[src/rtl/multicycle_ctl_pkg.sv]
// Shared definitions for the multi-cycle RV32 sequencer.
//  - state_e : FSM state encoding (also driven on the debug state port)
//  - OPC_*   : major opcodes (ir[6:0]) recognised by the decoder
//  - ALU_*   : ALU operation codes driven on op
//  - CLS_*   : bit positions of the one-hot instruction class vector
//  - is_last : true in the final state of an instruction's path
package multicycle_ctl_pkg;

   typedef enum logic [2:0] {
      ST_IDLE   = 3'd0,
      ST_FETCH  = 3'd1,
      ST_DECODE = 3'd2,
      ST_EXEC   = 3'd3,
      ST_MEM    = 3'd4,
      ST_WB     = 3'd5,
      ST_HALT   = 3'd6
   } state_e;

   localparam logic [6:0] OPC_R     = 7'h33;
   localparam logic [6:0] OPC_IALU  = 7'h13;
   localparam logic [6:0] OPC_LOAD  = 7'h03;
   localparam logic [6:0] OPC_STORE = 7'h23;
   localparam logic [6:0] OPC_BR    = 7'h63;
   localparam logic [6:0] OPC_JAL   = 7'h6f;

   localparam logic [2:0] ALU_ADD = 3'b010;
   localparam logic [2:0] ALU_SUB = 3'b110;

   localparam int CLS_W     = 7;
   localparam int CLS_R     = 0;
   localparam int CLS_IALU  = 1;
   localparam int CLS_LOAD  = 2;
   localparam int CLS_STORE = 3;
   localparam int CLS_BR    = 4;
   localparam int CLS_JAL   = 5;
   localparam int CLS_ILL   = 6;

   // BR/ILL finish in EXEC, STORE in MEM, everything else in WB.
   function automatic logic is_last(input state_e st, input logic [CLS_W-1:0] cls);
      logic last;
      last = 1'b0;
      case (st)
         ST_EXEC: last = cls[CLS_BR] | cls[CLS_ILL];
         ST_MEM:  last = cls[CLS_STORE];
         ST_WB:   last = 1'b1;
         default: last = 1'b0;
      endcase
      return last;
   endfunction

endpackage

[src/rtl/multicycle_ctl_decode.sv]
// Opcode classifier for the multi-cycle sequencer.
//  opcode in  7          ir[6:0] of the latched instruction
//  cls    out CLS_W      one-hot class; unknown opcodes map to CLS_ILL
module multicycle_ctl_decode
   import multicycle_ctl_pkg::*;
(
   input  logic [6:0]       opcode,
   output logic [CLS_W-1:0] cls
);

   always_comb begin
      cls = '0;
      case (opcode)
         OPC_R:     cls[CLS_R]     = 1'b1;
         OPC_IALU:  cls[CLS_IALU]  = 1'b1;
         OPC_LOAD:  cls[CLS_LOAD]  = 1'b1;
         OPC_STORE: cls[CLS_STORE] = 1'b1;
         OPC_BR:    cls[CLS_BR]    = 1'b1;
         OPC_JAL:   cls[CLS_JAL]   = 1'b1;
         default:   cls[CLS_ILL]   = 1'b1;
      endcase
   end

endmodule

[src/rtl/multicycle_ctl.sv]
// Multi-cycle sequencer for the yIF/yID/yEX/yDM/yWB RV32 datapath.
// Owns PC and IR, drives per-state datapath strobes, picks the next PC
// and halts after MAX_INSTR retirements (0 = never halt).
//  clk, reset                 clock, synchronous active-high reset
//  start                      leave IDLE (ignored elsewhere)
//  ins, pc_p4                 instruction and PC+4 from yIF
//  imm, j_target              branch immediate / jump offset from yID
//  zero                       ALU zero flag from yEX
//  pc, ir                     current PC, latched instruction
//  RegWrite..Mem2Reg, op      datapath controls (Moore)
//  state, retired, done       debug state, retired count, halted
//  illegal                    sticky unknown-opcode flag
//
// state   | meaning
// IDLE    | waiting for start
// FETCH   | ir captured from ins at end of cycle
// DECODE  | class of ir resolved
// EXEC    | ALU cycle; BR/ILL retire here
// MEM     | data memory access; STORE retires here
// WB      | register write-back; R/IALU/JAL/LOAD retire here
// HALT    | instruction budget spent, held until reset
module multicycle_ctl
   import multicycle_ctl_pkg::*;
#(
   parameter logic [31:0] ENTRY_PC  = 32'h28,
   parameter int          MAX_INSTR = 43,
   parameter int          CNT_W     = 16
)(
   input  logic             clk,
   input  logic             reset,
   input  logic             start,
   input  logic [31:0]      ins,
   input  logic [31:0]      pc_p4,
   input  logic [31:0]      imm,
   input  logic [31:0]      j_target,
   input  logic             zero,
   output logic [31:0]      pc,
   output logic [31:0]      ir,
   output logic             RegWrite,
   output logic             ALUSrc,
   output logic             MemRead,
   output logic             MemWrite,
   output logic             Mem2Reg,
   output logic [2:0]       op,
   output logic [2:0]       state,
   output logic [CNT_W-1:0] retired,
   output logic             done,
   output logic             illegal
);

   state_e             state_q, state_d;
   logic [CLS_W-1:0]   cls;
   logic               last;
   logic               halt_now;
   logic               imm_class;
   logic [31:0]        pc_next;
   // Instructions left before HALT; terminal count is 1 on the retiring edge.
   logic [CNT_W-1:0]   remaining;

   multicycle_ctl_decode u_decode (
      .opcode (ir[6:0]),
      .cls    (cls)
   );

   assign last      = is_last(state_q, cls);
   assign halt_now  = (MAX_INSTR != 0) && (remaining == CNT_W'(1));
   assign imm_class = ~(cls[CLS_R] | cls[CLS_BR]);
   assign state     = state_q;
   assign done      = (state_q == ST_HALT);

   always_comb begin
      pc_next = pc_p4;
      if (cls[CLS_JAL])
         pc_next = pc_p4 + (j_target << 2);
      else if (cls[CLS_BR] && zero)
         pc_next = pc_p4 + (imm << 2);
   end

   always_comb begin
      state_d = state_q;
      case (state_q)
         ST_IDLE:   if (start) state_d = ST_FETCH;
         ST_FETCH:  state_d = ST_DECODE;
         ST_DECODE: state_d = ST_EXEC;
         ST_EXEC,
         ST_MEM,
         ST_WB: begin
            if (last)
               state_d = halt_now ? ST_HALT : ST_FETCH;
            else if (state_q == ST_EXEC && (cls[CLS_LOAD] || cls[CLS_STORE]))
               state_d = ST_MEM;
            else
               state_d = ST_WB;
         end
         ST_HALT:   state_d = ST_HALT;
         default:   state_d = ST_IDLE;
      endcase
   end

   always_comb begin
      RegWrite = 1'b0;
      ALUSrc   = 1'b0;
      MemRead  = 1'b0;
      MemWrite = 1'b0;
      Mem2Reg  = 1'b0;
      op       = ALU_ADD;
      case (state_q)
         ST_EXEC: begin
            ALUSrc = imm_class;
            if (cls[CLS_BR]) op = ALU_SUB;
         end
         ST_MEM: begin
            ALUSrc   = imm_class;
            MemRead  = cls[CLS_LOAD];
            MemWrite = cls[CLS_STORE];
         end
         ST_WB: begin
            ALUSrc   = imm_class;
            RegWrite = 1'b1;
            Mem2Reg  = cls[CLS_LOAD];
         end
         default: ;
      endcase
   end

   always_ff @(posedge clk) begin
      if (reset) begin
         state_q   <= ST_IDLE;
         pc        <= ENTRY_PC;
         ir        <= '0;
         retired   <= '0;
         remaining <= CNT_W'(MAX_INSTR);
         illegal   <= 1'b0;
      end else begin
         state_q <= state_d;
         if (state_q == ST_FETCH)
            ir <= ins;
         if (last) begin
            pc        <= pc_next;
            retired   <= retired + CNT_W'(1);
            remaining <= remaining - CNT_W'(1);
            if (cls[CLS_ILL])
               illegal <= 1'b1;
         end
      end
   end

endmodule

[config.mk]
export PLATFORM = sky130hd
export DESIGN_NAME = multicycle_ctl
export DESIGN_NICKNAME = d
export VERILOG_FILES = /design/src/rtl/multicycle_ctl_pkg.sv /design/src/rtl/multicycle_ctl_decode.sv /design/src/rtl/multicycle_ctl.sv
export SDC_FILE = /design/constraint.sdc
export NUM_CORES = 1
export LEC_CHECK = 0
export CORE_MARGIN = 8
export CORE_UTILIZATION = 49
export DETAILED_ROUTE_END_ITERATION = 7
export PLACE_DENSITY = 0.89
export SYNTH_ARGS = -nofsm -noshare
export SYNTH_HDL_FRONTEND = slang
export SYNTH_SLANG_ARGS = --single-unit
[constraint.sdc]
create_clock -name clk -period 4.18 [get_ports clk]
set_clock_uncertainty 0.2 [all_clocks]
set_input_delay 0.836 -clock clk [delete_from_list [all_inputs] [get_ports clk]]
set_output_delay 0.836 -clock clk [all_outputs]
set_load 0.02 [all_outputs]
# Word level (Yosys, flattened, before mapping)

Cells that the tools add are included.
Widths: inputs -> output; s select.

Flip-flop bits (word level): 100
Bits in latches: 0
RAM bits: 0
Bits in read-only memories: 0
Output and inout bits: 93
Word-level logic and storage cells: 56
Memories: 0

Add/subtract/negate cells: 4
Multipliers: 0
Div/mod/pow operators: 0
Magnitude comparators: 0
Equality and inequality tests: 14
Shifts and indexed selects: 0
Mux-type cells: 21
Bitwise operators: 4
Reduce and logical (&&, ||, !) cells: 7

Operators with widths:

| operator              | count |
|---|---|
| $add 32x32->32        | 2 |
| $mux 32               | 2 |
| $add 16x1->16 const B | 1 |
| $eq 16x1->1 const B   | 1 |
| $sub 16x1->16 const B | 1 |
| $mux 3                | 5 |
| $pmux 3 s5            | 1 |
| $eq 7x6->1 const B    | 2 |
| $eq 7x7->1 const B    | 2 |
| $mux 1                | 12 |
| $eq 3x3->1 const B    | 3 |
| $eq 7x2->1 const B    | 1 |
| $eq 7x5->1 const B    | 1 |
| $eq 3x2->1 const B    | 2 |
| $reduce_or 6->1       | 1 |
| $eq 3x1->1 const B    | 1 |
| $logic_not 3->1       | 1 |
| $pmux 1 s3            | 1 |
| $reduce_or 3->1       | 1 |
| $logic_and 1x1->1     | 2 |
| $ne 2x2->1 const B    | 1 |
| $not 1->1             | 2 |
| $or 1x1->1            | 2 |
| $reduce_and 2->1      | 1 |
| $logic_or 1x1->1      | 1 |

# Depth between registers and ports, before layout

Gate-level depths: netlist of the first run.

Depth in word-level cells: 7
Mapped depth: 10
Gate-level depth less buffers: 10

# By module

Synthesis of the first run repeated with hierarchy kept, for this count alone.

Cells, all modules: 980
Area total of the unflattened synthesis: 7365.8 µm²

By module, submodules not included:

| module                | instances | cells each | area each (µm²) | seq. area each (µm²) |
|---|---|---|---|---|
| multicycle_ctl        | 1         | 965        | 7273.2          | 2001.9 |
| multicycle_ctl_decode | 1         | 15         | 92.6            | 0.0 |

# Worst setup path before layout of the first run

Ideal clock, no wire load.

Path kind: input -> register
Start point: in pc_p4[2]
End point: reg pc[22]
Arrival: 3012 ps
Data required time: 3889 ps
Slack: 877 ps
Stages: 10
Cells stage by stage: ha_1 -> fa_1 -> a21o_1 -> a221oi_2 -> a2111oi_4 -> or2_1 -> a31oi_1 -> xnor2_1 -> nand2_1 -> a311oi_1

Longest elaborated chain between the ends: 3
Elaborated cells on any way between the ends: 4
Classes of those cells: 2 x add/sub; 2 x mux

Ends and longest elaborated chain:

| item                   | RTL line              | source |
|---|---|---|
| start: declaration     | multicycle_ctl.sv:33  | `input logic [31:0] pc_p4,` |
| $add 32x32->32         | multicycle_ctl.sv:76  | `pc_next = pc_p4 + (imm << 2);` |
| $mux 32                | multicycle_ctl.sv:75  | `else if (cls[CLS_BR] && zero)` |
| $mux 32 *              | multicycle_ctl.sv:73  | `if (cls[CLS_JAL])` |
| end signal: assignment | multicycle_ctl.sv:139 | `pc <= pc_next;` |
| end: declaration       | multicycle_ctl.sv:37  | `output logic [31:0] pc,` |

Every way passes the cells marked *; elsewhere a longest branch is shown, timed or not.
A chain may end at the register's enable or synchronous reset.

# Worst setup path after layout of the first run

Start point: in pc_p4[2]
End point: reg pc[28]

The elaborated chain is that of the path after synthesis.

==> results of run 1 <==
## per-stage QoR
| step | total power [mW] | utilization, % | setup slack, ps |
|---|---|---|---|
| 3_5_place_dp | 2.16 | 65.2 | 178 |
| 4_1_cts | 2.98 | 67.1 | 521 |
| 3_3_place_gp | 2.13 | 65.2 | 195 |
| 5_1_grt | 3.12 | 67.1 | 256 |
| 2_1_floorplan | 1.75 | - | 877 |
| 6_report | 2.96 | 67.1 | 504 |
## state kept, by name, summed over array words and instances, names as in the netlist
register,flops
ir,32
pc,32
remaining,16
retired,16
state,3
illegal,1
## per-layer routing
| layer | global-route usage (%) | vias to the layer above |
|---|---|---|
| met5 | 0 | - |
| li1 | - | 3983 |
| met4 | 9.49 | 0 |
| met1 | 28.1 | 3764 |
| met2 | 38.1 | 307 |
| met3 | 3.84 | 51 |
## layout by cell type, fill, tap and decap left out, drive strengths merged, types with 11 or more instances in the layout
| cell | instances |
|---|---|
| a21oi | 105 |
| ha | 61 |
| a21o | 22 |
| nand2 | 150 |
| o21ai | 45 |
| nand3 | 23 |
| a211oi | 20 |
| dfxtp | 100 |
| o211ai | 21 |
| nor3 | 23 |
| inv | 21 |
| and3 | 16 |
| xor2 | 39 |
| buf | 17 |
| xnor2 | 33 |
| nand2b | 11 |
| a31oi | 13 |
| clkdlybuf4s50 | 217 |
| nor2 | 97 |
## worst max-delay path, delay by kind of cell
family | cells | cell delay (ps)
buf+inv | 2 | 680
xor+xnor | 1 | 120
fa+ha+maj | 2 | 450
compound gates | 7 | 1580
## cell families after synthesis
group	after synthesis	synth area share (%)
flops	100	26.4
mux	7	0.941
compound gates	299	26.1
other cells	2	0.0991
simple gates	379	23.3
xor+xnor	72	8.32
buf+inv	71	4.19
fa+ha+maj	63	10.6
## layout make-up
cell class / instances / area, µm²
sequential: 100 / 2000
multi-input combinational: 822 / 5270
fill: 1259 / 4980
tap: 188 / 235
clock inverter: 6 / 56.3
timing repair buffer: 234 / 2300
clock buffer: 10 / 239
inverter: 18 / 67.6
## path summary, 6_finish.rpt
kind	endpoint	depth (start not counted)	startpoint
max	pc[28]	12	pc_p4[2]
min	pc[17]	2	pc[17]
max reg2reg	pc[7]	7	ir[6]
min reg2reg	pc[17]	2	pc[17]
## power by group through the flow
stage	Combinational [mW]	Clock, mW	Sequential [mW]
3_5_place_dp	1.06	0	1.09
4_1_cts	1.07	0.843	1.07
5_1_grt	1.17	0.875	1.08
6_report	1.07	0.819	1.07
3_3_place_gp	1.04	0	1.09
2_1_floorplan	0.595	0	1.15
==> summary.txt, run 1 <==
number of port buffers - 218
post-synthesis sequential area ratio - 26.4%
TritonRoute pass-1 iters - 5
Worst EP arrival - 3670 ps
synth unique cells - 78
CTS sink count - 100
met2 wire len - 10,900 µm
Yosys top cell area share - 26.4%
Power Internal - 1.95 mW
crit path launch type - input port
CTS Buf Count - 9
residual DRC count - 0
Rows - 45
Post-Syn Area - 0.00758 mm²
fmax - 272 MHz
measured slew at the worst slew-check pin - 909 ps
kind of critical path - input port to flop
outcome - finished clean
initial DRC count - 623
final setup vio count - 0
n_diodes - 0
Switching Fraction - 34.4%
final hold slack - 252 ps
VDD IR max - 0.186 mV
Slew headroom - 39.3%
Tmin final - 3680 ps
NumNets Final - 1,380
WL met3 - 1400 µm
sequential power share - 36.2%
RSZ-0062 raised after global routing - no
dominant cell by count in the synthesized netlist - nand2_1
layout cells sized above 1 - 4.54%
uppermost layer routed - met4
htree depth - 3
CP endpoint kind - flop
final period utilization - 87.9%
pin count of the biggest net entering global routing - 77
pwr dens - 292 mW/mm²
Initial Utilization - 50.0%
CP max stage cell - clkdlybuf4s50_1
max_cap viols - 0
Gate power share - 36.2%
Post-DP HPWL - 18,400 µm
hold buffers post-CTS - 0
fraction of registers with async set/reset - 0%
post-synth net total - 1,188
R2R Setup Slk - 1050 ps
Design Area, Final - 0.0102 mm²
remaining global-route overflow - 0
Worst-path clk slew - 70 ps
Layout area overhead - 34.2%
GPL Wtd Cong - 0.927
final-report hold violation count - 0
worst hold path class - flop to flop
number of synthesized flops with an enable pin - 0
CTS max path bufs - 2
Die Span Y - 140 µm
area of the die - 0.0197 mm²
fin. max-slew vios - 0
first-pass GRT wire length - 37,100 µm
Die Span X - 140 µm
M1 WL - 10,200 µm
Non-Filler Instances - 1,378
Total Wirelength - 23,300 µm
register bit total from synthesis - 100
Core ar. - 0.0151 mm²
top cells by count, synth - nand2_1 (149), a21oi_1 (104), dfxtp_1 (100)
dominant cell type by area after synthesis - dfxtp_1
Vias/cell - 5.88
endpoint required time on the critical path - 4170 ps
ranking of synthesized cells by area - dfxtp_1 (26%), ha_1 (10%), nand2_1 (7.4%)
CTS tree - done
Routed WL per cell - 16.9 µm
critical path fanouts, max - 5
initial antenna violation count - 0
ANT nets after route - 0
Synth Flop Type - dfxtp_1
critical path, cell by cell - clkdlybuf4s50_1 -> ha_1 -> fa_1 -> a21o_1 -> a221oi_2 -> buf_4 -> a2111oi_4 -> o21ai_2 -> a311oi_2 -> xor2_1 -> a221oi_1 -> a211oi_1
Worst-Skew Late Latency - 340 ps
Post-DP Area - 0.00987 mm²
Synth Warn # - 0
Critical Path Max Stage Delay - 510 ps
Syn Area/Cell - 7.63 µm²
cell count after placement - 1,362
post-CTS resize count - 0
CTS root buf - clkbuf_16
I/O Pins - 225
Syn Inst Count - 993
setup_tns - 0 ps
Setup Fix Bufs, Post-CTS - 0
all-layer global routing usage - 22.7%
vias in the first global route - 7,728
NetSw - 1.02 mW
total number of vias - 8,105
Clock power frac - 27.6%
Leak - 3.90 nW
Note: power is estimated with default switching activity, not from simulation.
==> inputs of run 2 (changes only) <==
--- a/config.mk
+++ b/config.mk
@@ -7,6 +7,8 @@
 export LEC_CHECK = 0
 export CORE_MARGIN = 8
 export CORE_UTILIZATION = 49
+export CTS_BUF_LIST = sky130_fd_sc_hd__clkbuf_16
+export CTS_CLUSTER_SIZE = 14
 export DETAILED_ROUTE_END_ITERATION = 7
 export PLACE_DENSITY = 0.89
 export SYNTH_ARGS = -nofsm -noshare
==> run 2 against run 1 <==
Against the previous run: final cell count is the same; via count is essentially flat; total power shrank 0.61%; global-route usage is essentially flat; final area is essentially flat; worst setup slack gained 3.1 ps; critical path depth is the same; utilization shrank 0.066 points; sequential share of layout area is essentially flat; register-to-register slack is essentially flat.
==> summary.txt, run 2 (synthesis gave the netlist of run 1 again) <==
Critical Path Max Stage Delay - 510 ps (about the same)
final period utilization - 87.9% (about the same)
Initial Utilization - 50.0% (unchanged)
pin count of the biggest net entering global routing - 77 (unchanged)
Register Area - 0.00200 mm² (unchanged)
initial DRC count - 642 (+3.0%)
max_cap viols - 0 (unchanged)
final hold slack - 251 ps (-0.881 ps)
Design Area, Final - 0.0102 mm² (about the same)
ANT nets after route - 0 (unchanged)
Rows - 45 (unchanged)
Setup Fix Bufs, Post-CTS - 0 (unchanged)
Core ar. - 0.0151 mm² (unchanged)
Critical Path Source - pc_p4[2]
Post-DP HPWL - 18,400 µm (unchanged)
critical path fanouts, max - 5 (unchanged)
R2R Path Start - ir[6]
Worst EP arrival - 3670 ps (about the same)
R2R Setup Slk - 1040 ps (about the same)
n_diodes - 0 (unchanged)
I/O Pins - 225 (unchanged)
fin. max-slew vios - 0 (unchanged)
layout cells sized above 1 - 4.45% (-0.084 points)
Leak - 3.89 nW (-0.14%)
most frequent cells in the layout - clkdlybuf4s50_1 (217), nand2_1 (149), a21oi_1 (104), dfxtp_1 (100), nor2_1 (95)
CTS tree - done
vias in the first global route - 7,732 (+0.052%)
Vias/cell - 5.89 (about the same)
hold buffers post-CTS - 0 (unchanged)
all-layer global routing usage - 22.7% (about the same)
Worst-path clk slew - 70 ps (about the same)
measured slew at the worst slew-check pin - 891 ps (-17.2 ps)
filler cell count - 1,259 (unchanged)
WP buf/inv - 2 (unchanged)
CTS root buf - clkbuf_16
post-CTS resize count - 0 (unchanged)
RSZ-0062 raised after global routing - no
kind of critical path - input port to flop
outcome - finished clean
footprint of the multi-input gates - 0.00527 mm² (unchanged)
CTS max path bufs - 2 (unchanged)
initial antenna violation count - 0 (unchanged)
commonest non-fill, non-tap cell in the layout - clkdlybuf4s50_1
GPL Wtd Cong - 0.927 (unchanged)
Regs by FF count - ir x32, pc x32
Layout area overhead - 34.0% (about the same)
CP max stage cell - clkdlybuf4s50_1
number of port buffers - 218 (unchanged)
Hold Startpoint - pc[17]
Core Util, Final - 67.1% (about the same)
Worst-Skew Late Latency - 340 ps (about the same)
final setup vio count - 0 (unchanged)
crit path launch type - input port
htree depth - 3 (unchanged)
Die Span Y - 140 µm (unchanged)
area of the die - 0.0197 mm² (unchanged)
dpl ws - 178 ps (unchanged)
Slew headroom - 40.4% (+1.2 points)
post-layout power - 2.95 mW (-0.61%)
endpoint required time on the critical path - 4170 ps (about the same)
Tmin final - 3670 ps (-3.13 ps)
NumNets Final - 1,380 (unchanged)
final-report hold violation count - 0 (unchanged)
setup_tns - 0 ps (unchanged)
fmax - 272 MHz (about the same)
Routed WL per cell - 16.9 µm (+0.17%)
Post-DP Area - 0.00987 mm² (unchanged)
TritonRoute pass-1 iters - 5 (unchanged)
worst hold path class - flop to flop
CTS sink count - 100 (unchanged)
CP top delay family - compound AO/OA/AOI/OAI gates
CTS Buf Count - 9 (unchanged)
CP endpoint kind - flop
PnR worst setup slack - 507 ps (+3.13 ps)
remaining global-route overflow - 0 (unchanged)
total number of vias - 8,113 (+0.099%)
cell count after placement - 1,362 (unchanged)
residual DRC count - 0 (unchanged)
Non-Filler Instances - 1,378 (unchanged)
first-pass GRT wire length - 37,100 µm (about the same)
Total Wirelength - 23,300 µm (+0.17%)
critical path, cell by cell - clkdlybuf4s50_1 -> ha_1 -> fa_1 -> a21o_1 -> a221oi_2 -> buf_4 -> a2111oi_4 -> o21ai_2 -> a311oi_2 -> xor2_1 -> a221oi_1 -> a211oi_1
VDD IR max - 0.186 mV (about the same)
Die Span X - 140 µm (unchanged)
pwr dens - 290 mW/mm² (-0.51%)
==> run 2: cell count changes in the layout (fill, tap and decap cells not counted) <==
cell	change
clkbuf_8	-1
clkinv_1	+1
==> run 2: metal layers <==
layer / global-route usage (%) / vias to the layer above / part of all wire (%)
met3: 3.84 / 49 / 6.3
met2: 38.1 / 315 / 47
met5: 0 / - / 0
li1: - / 3976 / -
met4: 9.49 / 0 / 3.4
met1: 28.1 / 3773 / 43
==> run 2: layout make-up <==
type,count,share of cell area [%]
Clock buffer,9,2.22
Multi-Input combinational cell,822,51.9
Clock inverter,7,0.591
Inverter,18,0.665
Tap cell,188,2.32
Timing Repair Buffer,234,22.6
Sequential cell,100,19.7
==> run 2: path summary, 6_finish.rpt <==
kind / endpoint / cells after the start
setup / recovery: pc[28] / 12
hold / removal: pc[17] / 2
setup reg to reg: pc[7] / 7
hold reg to reg: pc[17] / 2
==> run 2: where the power goes <==
| group | switching, mW | internal (mW) | leakage [nW] |
|---|---|---|---|
| registers | 0.0554 | 1.02 | 0.812 |
| logic | 0.578 | 0.496 | 2.94 |
| clock network | 0.385 | 0.415 | 0.137 |
| total | 1.02 | 1.93 | 3.89 |
==> run 2: worst min-delay path, cell delays in order (launching register included) <==
cell and delay [ps]:
dfxtp_1 310, nand2_1 50, a21oi_1 50
